File: src/rtl/reg_file_scoreboard.sv
// Architectural register file with write-to-read bypass, R0 hardwired to
// zero, and a per-register busy scoreboard for RAW hazard detection.
module reg_file_scoreboard #(
    parameter int DATA_WIDTH = 16,
    parameter int ADDR_WIDTH = 4,
    localparam int NUM_REGS  = 2 ** ADDR_WIDTH
) (
    input  logic                  clk,
    input  logic                  rst,
    input  logic [ADDR_WIDTH-1:0] SrcReg1,
    input  logic [ADDR_WIDTH-1:0] SrcReg2,
    output logic [DATA_WIDTH-1:0] SrcData1,
    output logic [DATA_WIDTH-1:0] SrcData2,
    input  logic [ADDR_WIDTH-1:0] DstReg,
    input  logic                  WriteReg,
    input  logic [DATA_WIDTH-1:0] DstData,
    input  logic                  IssueValid,
    input  logic [ADDR_WIDTH-1:0] IssueReg,
    output logic                  Hazard1,
    output logic                  Hazard2,
    output logic [NUM_REGS-1:0]   BusyVec
);

    logic [DATA_WIDTH-1:0] regs_q [NUM_REGS];
    logic [NUM_REGS-1:0]   busy_q;
    logic [NUM_REGS-1:0]   busy_d;

    logic [NUM_REGS-1:0]   wr_wl;    // data write wordline, never selects R0
    logic [NUM_REGS-1:0]   clr_wl;   // write-back wordline for scoreboard clear
    logic [NUM_REGS-1:0]   iss_wl;   // issue wordline, never selects R0
    logic [NUM_REGS-1:0]   rd1_wl;
    logic [NUM_REGS-1:0]   rd2_wl;
    logic [DATA_WIDTH-1:0] rd1_raw;
    logic [DATA_WIDTH-1:0] rd2_raw;
    logic                  byp1;
    logic                  byp2;

    // One-hot decode of every register ID into its wordline
    always_comb begin
        wr_wl  = '0;
        clr_wl = '0;
        iss_wl = '0;
        rd1_wl = '0;
        rd2_wl = '0;
        for (int unsigned i = 0; i < NUM_REGS; i++) begin
            clr_wl[i] = WriteReg && (DstReg == ADDR_WIDTH'(i));
            wr_wl[i]  = clr_wl[i] && (i != 0);
            iss_wl[i] = IssueValid && (IssueReg == ADDR_WIDTH'(i)) && (i != 0);
            rd1_wl[i] = (SrcReg1 == ADDR_WIDTH'(i));
            rd2_wl[i] = (SrcReg2 == ADDR_WIDTH'(i));
        end
    end

    // Register storage: synchronous clear on reset, wordline-gated writes
    always_ff @(posedge clk) begin
        for (int unsigned i = 0; i < NUM_REGS; i++) begin
            if (rst) begin
                regs_q[i] <= '0;
            end else if (wr_wl[i]) begin
                regs_q[i] <= DstData;
            end
        end
    end

    // Scoreboard next state: issue wins over write-back on the same register
    always_comb begin
        busy_d = '0;
        for (int unsigned i = 0; i < NUM_REGS; i++) begin
            busy_d[i] = iss_wl[i] | (~clr_wl[i] & busy_q[i]);
        end
        busy_d[0] = 1'b0;
    end

    // Scoreboard register
    always_ff @(posedge clk) begin
        if (rst) begin
            busy_q <= '0;
        end else begin
            busy_q <= busy_d;
        end
    end

    // AND-OR read mux driven by the one-hot read wordlines
    always_comb begin
        rd1_raw = '0;
        rd2_raw = '0;
        for (int unsigned i = 0; i < NUM_REGS; i++) begin
            rd1_raw = rd1_raw | (rd1_wl[i] ? regs_q[i] : '0);
            rd2_raw = rd2_raw | (rd2_wl[i] ? regs_q[i] : '0);
        end
    end

    // Read ports with R0 forcing, same-cycle bypass and hazard detection
    always_comb begin
        byp1 = WriteReg && (DstReg == SrcReg1);
        byp2 = WriteReg && (DstReg == SrcReg2);

        if (rst || SrcReg1 == '0) begin
            SrcData1 = '0;
        end else if (byp1) begin
            SrcData1 = DstData;
        end else begin
            SrcData1 = rd1_raw;
        end

        if (rst || SrcReg2 == '0) begin
            SrcData2 = '0;
        end else if (byp2) begin
            SrcData2 = DstData;
        end else begin
            SrcData2 = rd2_raw;
        end

        Hazard1 = !rst && (|(busy_q & rd1_wl)) && !byp1 && (SrcReg1 != '0);
        Hazard2 = !rst && (|(busy_q & rd2_wl)) && !byp2 && (SrcReg2 != '0);
    end

    assign BusyVec = busy_q;

endmodule

File: config.mk
export PLATFORM = sky130hd
export DESIGN_NAME = reg_file_scoreboard
export DESIGN_NICKNAME = d
export VERILOG_FILES = /design/src/rtl/reg_file_scoreboard.sv
export SDC_FILE = /design/constraint.sdc
export NUM_CORES = 1
export LEC_CHECK = 0
export CAP_MARGIN = 30
export CORE_UTILIZATION = 35
export CTS_CLUSTER_DIAMETER = 80
export DETAILED_ROUTE_END_ITERATION = 6
export PLACE_DENSITY_LB_ADDON = 0.12
export SETUP_SLACK_MARGIN = 0.4
export SYNTH_ARGS = -nofsm -noshare
export SYNTH_HDL_FRONTEND = slang
export SYNTH_SLANG_ARGS = --single-unit
File: constraint.sdc
create_clock -name clk -period 4.79 [get_ports clk]
set_clock_uncertainty 0.1 [all_clocks]
set_input_delay 0.479 -clock clk [delete_from_list [all_inputs] [get_ports clk]]
set_output_delay 0.479 -clock clk [all_outputs]
set_load 0.1 [all_outputs]
Word level (Yosys, flattened, before mapping):

Memory sizes are Yosys's and may differ from the RTL's.
Cells that the tools add are included.

* register bits after elaboration: 16
* bits in writable memories: 256
* output and inout bits: 50
* logic and storage cells: 304
* memories: 1

Memory list
* regs_q: depth 16, bits a word 16, rd ports 16, clocked after Yosys merged registers in 0, write ports 16, line 24 `logic [DATA_WIDTH-1:0] regs_q [NUM_REGS];`

* eq/ne operators: 62
* mux-type cells: 98
* bitwise gates (word level): 92
* reductions and logical operators: 49

Operators by type and width (number)
* $mux W16: 51
* $or A16 B16 Y16: 30
* $eq A4 B4 Y1 const B: 32
* $eq A4 B3 Y1 const B: 16
* $mux W1: 47
* $logic_and A1 B1 Y1: 38
* $and A16 B16 Y16: 2
* $eq A4 B2 Y1 const B: 8
* $reduce_or A16 Y1: 2
* $or A1 B1 Y1: 30
* $eq A4 B1 Y1 const B: 4
* $and A1 B1 Y1: 15
* $not A1 Y1: 15
* $eq A4 B4 Y1: 2
* $logic_not A4 Y1: 2
* $reduce_bool A4 Y1: 2
* $logic_not A1 Y1: 3
* $logic_or A1 B1 Y1: 2

Depth between registers and ports, before layout:

Gate-level depths: netlist of the first run.

* depth after elaboration: 19
* depth in mapped cells: 8
* mapped depth without buffers: 5

Worst setup path after synthesis of the first run:

No wires, ideal clock.

* kind: in2out
* start: in SrcReg2[1]
* end: out SrcData2[13]
* arrival: 3.108 ns
* required time: 4.211 ns
* setup slack: 1.103 ns
* stages: 8
* buffers on the path: 4
* cells stage by stage: buf_2 -> buf_6 -> buf_2 -> buf_2 -> nand2_1 -> o21ai_0 -> a21oi_1 -> a31oi_1

* word-level cells in the longest chain between the ends: 19
* elaborated cells on any way between the ends: 52

Ends and longest elaborated chain
* from (decl): line 11 `input logic [ADDR_WIDTH-1:0] SrcReg2,`
* $eq A4 B1 Y1 or $logic_not A4 Y1 (tied branches): line 50, 106
* $mux W16: line 89 `rd2_raw = rd2_raw | (rd2_wl[i] ? regs_q[i] : '0);`
* $or A16 B16 Y16 (15 in series): line 89
* $mux W16: line 108 `end else if (byp2) begin`
* $mux W16 (*): line 106 `if (rst || SrcReg2 == '0) begin`
* to (decl): line 13 `output logic [DATA_WIDTH-1:0] SrcData2,`

Every way passes the cells marked *; elsewhere a longest branch is shown, timed or not.

Worst setup path after layout of the first run:

* start: in SrcReg1[1]
* end: out SrcData1[2]

* word-level cells in the longest chain between the ends: 19
* elaborated cells on any way between the ends: 52

Ends and longest elaborated chain
* from (decl): line 10 `input logic [ADDR_WIDTH-1:0] SrcReg1,`
* $eq A4 B1 Y1 or $logic_not A4 Y1 (tied branches): line 49, 98
* $mux W16: line 88 `rd1_raw = rd1_raw | (rd1_wl[i] ? regs_q[i] : '0);`
* $or A16 B16 Y16 (15 in series): line 88
* $mux W16: line 100 `end else if (byp1) begin`
* $mux W16 (*): line 98 `if (rst || SrcReg1 == '0) begin`
* to (decl): line 12 `output logic [DATA_WIDTH-1:0] SrcData1,`

Marks and branches as above.

==> results.yml, run 1 <==
run:
  drv_cap: 0
sta:
  finalCritPeriodShare_pct: 87.3
  period_minus_slack_ps: 4180
  finalSetupViolCount: 0
  worstMarginPinSlew_ps: 1090
  relSlewSlack_pct: 26.9
  fmax_ghz: 0.239
  rsz0062_at_grt: "no"
  hold_viol: 0
  fin_setup_tns_ps: 0
  slew_viol_final: 0
synth:
  yosysMostFrequentCell: "and2_1"
  synthFlopType: "edfxtp_1"
  avgSynthCellArea_sq_um: 11.0
  synth_edf_count: 240
  ys_top_cells_by_area: "edfxtp_1 49%, and2_1 10%, a22oi_1 3.4%"
  ys_seq_area_share_pct: 50.6
  ys_seq_elements: 255
  synthCells: 1352
  ys_async_sr_fraction_pct: 0
  synth_common_cells: "248 x and2_1, 240 x edfxtp_1, 68 x a22oi_1, 54 x o21ai_0, 53 x clkbuf_1"
  synth_top_area_cell: "edfxtp_1"
  yosysUniqueCellTypes: 72
  yosysTopAreaCellShare_pct: 48.6
  synth_nets: 1388
  ys_warn_count: 0
  syn-cell-area_sq_um: 14800
drt:
  vias: 13244
  viasPerCell: 6.61
  firstDrtPassIters: 6
  drt-initial-drc-count: 2253
  drt-total-wl_mm: 75.9
  drc: 0
  antenna_left: 0
  wl_per_cell_um: 37.9
layout:
  drive_gt1_share_pct: 15.8
  nNetsFinal: 1473
  fin_cells: 2004
  nFillCells: 4007
  syn_to_final_growth_pct: 19.4
placed_design:
  dp.cells: 1943
  gp_congestion: 1.03
  portBuffers: 84
  dp_hpwl_mm: 51.3
grt:
  grt-ovfl-total: 0
  grt_pass1_wl_mm: 104
  grt_pass1_vias: 12597
  antenna_found_initial: 6
  grt.total_usage_pct: 34.6
  grt_max_degree: 50
floorplanning:
  ios: 86
  die_h_um: 208
  initial_core_util_pct: 35.4
  die_area_sq_um: 43200
  row_count: 75
  fp.coreArea_sq_um: 41900
  fp.dieW_um: 208
clock_tree:
  clkLatencyLatePin_ps: 590
  cts.sinks: 255
  h-tree-depth: 1
  hold_buffers: 0
  cts_tree: "built"
  postCtsSetupRepairBufs: 0
  post_cts_resized: 0
  clkTransAtPathRegs_ps: 60
  clockRootBuffer: "clkbuf_16"
  cts_inserted_buffers: 30
  cts_buffer_depth: 3
power_and_ir_drop:
  power_density_nw_per_um2: 351
  peakVddDrop_v: 0.000250
  power_leakage_nw: 6.19
worst_setup_path:
  startpoint_type: "input port"
  cp.required_ps: 4210
  crit_arrival_ps: 3600
  worst-setup-path-type: "in -> out"
  reg2reg_slack_ps: 3920
  worstPathMaxFanout: 30
  cp-end-kind: "output pin"
min_path:
  hp-class: "reg -> reg"
run_status:
  outcome: "finished clean"
metrics by stage:
stage,area [sq um],hold WS (ps),power [mW],worst slack (ps),utilization [%]
after floorplan,14800,498,3.33,1100,-
after global placement,16600,404,3.88,848,39.8
after detailed placement,16700,407,3.87,892,39.9
after CTS,17700,416,6.17,885,42.2
after global routing,17700,464,6.32,676,42.3
final,17700,423,6.21,606,42.3
power breakdown:
group	leakage (nW)	total [mW]	internal, mW	switching [mW]
sequential	2.42	2.69	2.57	0.115
clock	0.476	2.34	1.34	1.00
combinational	3.29	1.19	0.355	0.836
total	6.19	6.21	4.26	1.95
final cells by class:
class                           instances  area, sq um  area share (%)
Tap cell                              539          674            3.81
Inverter                               28          105           0.594
Sequential cell                       255         7510            42.4
Antenna cell                            5         12.5          0.0707
Clock inverter                         22          194            1.10
Multi-Input combinational cell        947         6620            37.4
Clock buffer                           33          783            4.43
Timing Repair Buffer                  175         1810            10.2
cells in the final DEF, fill, tap and decap left out, types with 23 or more instances in the layout:
cell type | Yosys | final
edfxtp_1 | 240 | 240
mux2i_1 | 33 | 33
nand2_1 | 43 | 43
o22ai_1 | 23 | 23
nor2_1 | 42 | 42
a21oi_1 | 49 | 49
clkdlybuf4s50_1 | 0 | 42
buf_12 | 0 | 30
and2_1 | 248 | 248
inv_1 | 25 | 25
a221oi_1 | 36 | 36
o21ai_0 | 54 | 54
buf_4 | 8 | 92
clkbuf_16 | 0 | 31
a22oi_1 | 68 | 68
a32oi_1 | 39 | 39
mux2_2 | 27 | 27
registers in the layout, summed over array words and instances, names as in the netlist:
| register | cells |
|---|---|
| BusyVec | 15 |
| regs_q | 240 |
layer usage:
metal / wire, um / up-vias / part of all wire [%] / global-route usage (%)
met3: 7940 / 252 / 10 / 6.97
met4: 4120 / 0 / 5.4 / 16.9
met5: 0 / - / 0 / 0
li1: - / 5349 / - / -
met1: 31000 / 6593 / 41 / 47.6
met2: 32800 / 1050 / 43 / 51.8
critical path: stages:
cell and delay [ps]:
buf_2 630, buf_12 290, xor2_1 90, nor2_1 150, nand4_1 780, buf_4 490, a21oi_1 410, buf_12 240
cell families after synthesis:
group / Yosys count / synth area share [%]
xor gates and xnor gates: 8 / 0.473
muxes: 80 / 6.05
other: 1 / 0.0253
and+or+nand+nor: 468 / 18.8
buffers and inverters: 150 / 4.82
AOI/OAI and AO/OA: 390 / 19.2
DFF: 255 / 50.6
final timing paths:
kind / from / end / cells past startpoint
setup / recovery: SrcReg1[1] / SrcData1[2] / 8
hold / removal: BusyVec[8] / BusyVec[8] / 2
setup reg to reg: BusyVec[2] / BusyVec[2] / 2
hold reg to reg: BusyVec[8] / BusyVec[8] / 2
No activity file was read; power rests on OpenSTA's default activity.
==> run 2, diff against run 1 <==
--- a/config.mk
+++ b/config.mk
@@ -9,6 +9,7 @@
 export CORE_UTILIZATION = 35
 export CTS_CLUSTER_DIAMETER = 80
 export DETAILED_ROUTE_END_ITERATION = 6
+export GPL_TIMING_DRIVEN = 0
 export PLACE_DENSITY_LB_ADDON = 0.12
 export SETUP_SLACK_MARGIN = 0.4
 export SYNTH_ARGS = -nofsm -noshare
==> run 2 against run 1 <==
Compared with the run above:
- core utilization grew 0.72 points
- register-to-register slack gained 20 ps
- via count up 6.9%
- wire length up 20%
- non-clock buffer count grew 67
- combinational power increased by 5%
- first-iteration DRC count grew 9.2%
- clock power decreased by 4%
- design area up 1.7%
- die area stayed put
- critical path depth up 1
- critical endpoint is now SrcData1[5]
- clock-buffer cell count stayed put
==> results.yml, run 2 (synthesized netlist as in run 1, its figures left out) <==
power_and_ir_drop:
  peakVddDrop_v: 0.000292
  power_leakage_nw: 6.27
  power_density_nw_per_um2: 344
sta:
  fin_setup_tns_ps: 0
  rsz0062_at_grt: "yes"
  period_minus_slack_ps: 4540
  fmax_ghz: 0.220
  worstMarginPinSlew_ps: 1190
  finalCritPeriodShare_pct: 94.8
  finalSetupViolCount: 0
  relSlewSlack_pct: 20.4
  slew_viol_final: 0
  whs_ps: 428
  hold_viol: 0
clock_tree:
  cts_tree: "built"
  h-tree-depth: 1
  hold_buffers: 0
  cts_inserted_buffers: 29
  clkLatencyLatePin_ps: 570
  clkTransAtPathRegs_ps: 60
  cts_buffer_depth: 3
  cts.sinks: 255
  clockRootBuffer: "clkbuf_16"
  postCtsSetupRepairBufs: 0
layout:
  final_common_cell: "and2_1"
  drive_gt1_share_pct: 16.1
  syn_to_final_growth_pct: 21.4
  nFillCells: 4057
  final_util_pct: 43.0
  largest_reg_flops: 240
  layout_common_cells: "248 x and2_1, 240 x edfxtp_1, 68 x a22oi_1, 54 x o21ai_0, 52 x clkbuf_1"
  top_register: "regs_q"
  nNetsFinal: 1539
  multi_input_area_sq_um: 6650
  seq_area_sq_um: 7510
drt:
  drc: 0
  antenna_left: 0
  vias: 14155
  firstDrtPassIters: 6
  drt-total-wl_mm: 90.9
  wl_per_cell_um: 43.9
  drt-initial-drc-count: 2461
  viasPerCell: 6.84
worst_setup_path:
  slowest_delay_ps: 620
  worst-setup-path-type: "in -> out"
  critPathSlowestCell: "clkdlybuf4s15_2"
  cp.buffers_inverters: 4
  startpoint_type: "input port"
  crit_path_cell_trace: "clkdlybuf4s50_1 -> buf_4 -> nor2b_1 -> buf_2 -> a22oi_1 -> o221ai_1 -> nor4_1 -> a21oi_1 -> clkdlybuf4s15_2"
  worstPathMaxFanout: 10
  crit_arrival_ps: 3960
  cp_top_family: "buffers and inverters"
  cp.required_ps: 4210
  cp-end-kind: "output pin"
grt:
  grt_pass1_wl_mm: 119
  grt.total_usage_pct: 41.4
  grt_pass1_vias: 13246
  grt_max_degree: 15
  antenna_found_initial: 10
  grt-ovfl-total: 0
floorplanning:
  die_h_um: 208
  fp.coreArea_sq_um: 41900
  row_count: 75
  ios: 86
  initial_core_util_pct: 35.4
  fp.dieW_um: 208
  die_area_sq_um: 43200
placed_design:
  portBuffers: 78
  dp_hpwl_mm: 66.2
  gp_congestion: 1.05
min_path:
  hp-class: "reg -> reg"
run:
  drv_cap: 0
run_status:
  outcome: "finished clean"
[run 2: layer usage]
| metal | GRT usage, % | vias up | part of all wire [%] |
|---|---|---|---|
| met1 | 54.6 | 7052 | 39 |
| met3 | 10.6 | 334 | 12 |
| met2 | 59.9 | 1275 | 42 |
| met4 | 27.0 | 2 | 7.2 |
| met5 | 0 | - | 0.014 |
| li1 | - | 5492 | - |
[run 2: worst paths after layout]
kind,startpoint,slack (ps),cells past startpoint,end
setup / recovery,SrcReg1[0],250,9,SrcData1[5]
hold / removal,BusyVec[8],430,2,BusyVec[8]
setup reg to reg,BusyVec[2],3940,2,BusyVec[2]
hold reg to reg,BusyVec[8],430,2,BusyVec[8]
[run 2: worst register-to-register path: stages, from the launching register on]
cell,delay (ps)
dfxtp_1,390
inv_1,90
o21ai_0,180
[run 2: power by group]
group	internal (mW)	leakage (nW)	switching, mW	total, mW
Clock	1.27	0.438	0.984	2.25
Sequential	2.57	2.42	0.119	2.69
Combinational	0.333	3.41	0.920	1.25
[run 2: timing repair]
| item | in CTS | in global routing |
|---|---|---|
| endpoints found under the setup margin | 34 | 14 |
| cloned | 0 | 0 |
| gates resized for setup | 105 | 16 |
[run 2: through the flow]
stage                     cells  instance area (sq um)  power (mW)  setup WS, ps
after floorplan            1352                  14800        3.33          1100
after global placement     1969                  16300        3.88          -630
after detailed placement   2006                  16900        3.93          -708
after CTS                  2058                  17900        6.12           308
after global routing       2064                  18000        6.26           324
final                      2069                  18000        6.19           249
[run 2: final cells by class]
class,instances,area share [%]
diodes,6,0.0834
plain buffers,122,3.46
clock buffers,33,4.12
clock inverters,19,1.02
inverters,28,0.584
multi-input cells,947,36.9
flip-flops and latches,255,41.7
well taps,539,3.75
repair buffers,120,8.34
==> run 3, diff against run 2 <==
--- a/config.mk
+++ b/config.mk
@@ -10,7 +10,7 @@
 export CTS_CLUSTER_DIAMETER = 80
 export DETAILED_ROUTE_END_ITERATION = 6
 export GPL_TIMING_DRIVEN = 0
-export PLACE_DENSITY_LB_ADDON = 0.12
+export PLACE_DENSITY = 0.52
 export SETUP_SLACK_MARGIN = 0.4
 export SYNTH_ARGS = -nofsm -noshare
 export SYNTH_HDL_FRONTEND = slang
==> run 3 against run 2 <==
Compared with the run above:
- the flow now finishes with violations (DRC)
- design area is essentially flat
- clock power is essentially flat
- sequential power is essentially flat
- non-clock buffer count grew 2
- via count is essentially flat
- cell count grew 0.19%
- hold slack lost 6.8 ps
- clock-buffer cell count grew 5
- total power grew 0.54%
- maximum frequency grew 0.94%
- die area is the same
- core utilization is essentially flat
==> results.yml, run 3 (synthesized netlist as in run 1, its figures left out) <==
floorplanning:
  fp.dieW_um: 208
  fp.coreArea_sq_um: 41900
  row_count: 75
  die_h_um: 208
  initial_core_util_pct: 35.4
  ios: 86
  die_area_sq_um: 43200
drt:
  drt-total-wl_mm: 91.8
  vias: 14151
  firstDrtPassIters: 7
  viasPerCell: 6.83
  wl_per_cell_um: 44.3
  antenna_left: 0
  drc: 13
  drt-initial-drc-count: 2665
sta:
  setup_ws_ps: 291
  worstMarginPinSlew_ps: 1120
  period_minus_slack_ps: 4500
  relSlewSlack_pct: 25.2
  fmax_ghz: 0.222
  finalSetupViolCount: 0
  slew_viol_final: 0
  hold_viol: 0
  finalCritPeriodShare_pct: 93.9
  rsz0062_at_grt: "yes"
worst_setup_path:
  cp-end-kind: "output pin"
  crit_arrival_ps: 3920
  cp.required_ps: 4210
  startpoint_type: "input port"
  worstPathMaxFanout: 10
  worst-setup-path-type: "in -> out"
grt:
  grt.total_usage_pct: 41.8
  grt_pass1_wl_mm: 120
  grt_max_degree: 18
  grt_pass1_vias: 13121
  antenna_found_initial: 8
  grt-ovfl-total: 0
power_and_ir_drop:
  power_mw: 6.23
  power_leakage_nw: 6.29
  power_density_nw_per_um2: 346
  switching_share_pct: 32.7
  p_clk_share_pct: 36.6
  p_seq_share_pct: 43.2
  peakVddDrop_v: 0.000265
  switchingPower_mw: 2.03
  p_comb_share_pct: 20.1
  internal_power_mw: 4.19
run_status:
  outcome: "finished, violations left"
  violations: "DRC"
clock_tree:
  cts_buffer_depth: 3
  clockRootBuffer: "clkbuf_16"
  cts_tree: "built"
  clkLatencyLatePin_ps: 590
  cts_inserted_buffers: 31
  hold_buffers: 0
  clkTransAtPathRegs_ps: 50
  cts.sinks: 255
  h-tree-depth: 1
placed_design:
  gp_congestion: 1.05
  pre_cts_slack_ps: -957
  dp_hpwl_mm: 67.3
  dp.cells: 2006
  portBuffers: 78
layout:
  layout_common_cells: "248 x and2_1, 240 x edfxtp_1, 68 x a22oi_1, 58 x clkbuf_1, 54 x o21ai_0"
  nNetsFinal: 1543
  fin_cells: 2073
  final_common_cell: "and2_1"
  drive_gt1_share_pct: 16.4
  syn_to_final_growth_pct: 21.5
  nFillCells: 4031
  top_register: "regs_q"
  largest_reg_flops: 240
min_path:
  hp-class: "reg -> reg"
run:
  drv_cap: 0
[run 3: cell count changes in the layout (fill, tap and decap cells not counted), moves of 3 or more]
cell	change
clkdlybuf4s15_2	-5
clkbuf_2	-4
buf_8	-4
buf_6	+4
buf_4	+3
clkdlybuf4s18_2	+5
clkinvlp_4	-5
clkbuf_1	+6
[run 3: cell type report]
class | count | area (sq um) | share of cell area, %
sequential | 255 | 7510 | 41.7
multi-input combinational | 947 | 6650 | 36.9
timing repair buffer | 122 | 1490 | 8.25
clock buffer | 38 | 802 | 4.45
tap | 539 | 674 | 3.74
buffer | 122 | 628 | 3.49
clock inverter | 18 | 148 | 0.820
inverter | 28 | 105 | 0.584
antenna | 4 | 10.0 | 0.0556
[run 3: critical path: stages]
cell	delay (ps)
clkdlybuf4s50_1	550
clkbuf_2	310
nor2_2	840
a21oi_4	350
clkdlybuf4s18_2	550
o21ai_0	200
a21oi_1	80
clkdlybuf4s18_2	530
[run 3: timing repair]
item                       4_1_cts  5_1_grt
gates resized for setup        103       28
setup buffers                    3        0
pin swaps                        1        0
setup endpoints to repair       34       21
[run 3: power by group through the flow]
stage	Sequential (mW)	Combinational (mW)	Clock, mW
after floorplan	2.68	0.650	0
after global placement	2.73	1.15	0
after detailed placement	2.73	1.20	0
after CTS	2.68	1.20	2.28
after global routing	2.69	1.25	2.35
final	2.69	1.25	2.28
[run 3: path summary, 6_finish.rpt]
check / startpoint / to / slack, ps / depth (start not counted)
max reg2reg: BusyVec[7] / BusyVec[7] / 3930 / 2
min reg2reg: BusyVec[5] / BusyVec[5] / 420 / 2
min: BusyVec[5] / BusyVec[5] / 420 / 2
max: SrcReg1[2] / SrcData1[14] / 290 / 8
[run 3: metal layers]
layer	vias up	routed length [um]	global-route usage, %
met5	-	26	0
met4	4	5940	22.4
met3	322	11100	11.4
met2	1320	38300	61.2
met1	7011	36500	56.0
li1	5494	-	-
[run 3: metrics by stage]
| step | util (%) | TNS, ps | area (sq um) | hold WS [ps] |
|---|---|---|---|---|
| after global placement | 38.9 | -12060 | 16300 | 402 |
| after floorplan | - | 0 | 14800 | 498 |
| after CTS | 43.0 | 0 | 18000 | 416 |
| after detailed placement | 40.5 | -10690 | 17000 | 406 |
| final | 43.0 | 0 | 18000 | 421 |
| after global routing | 43.0 | 0 | 18000 | 463 |
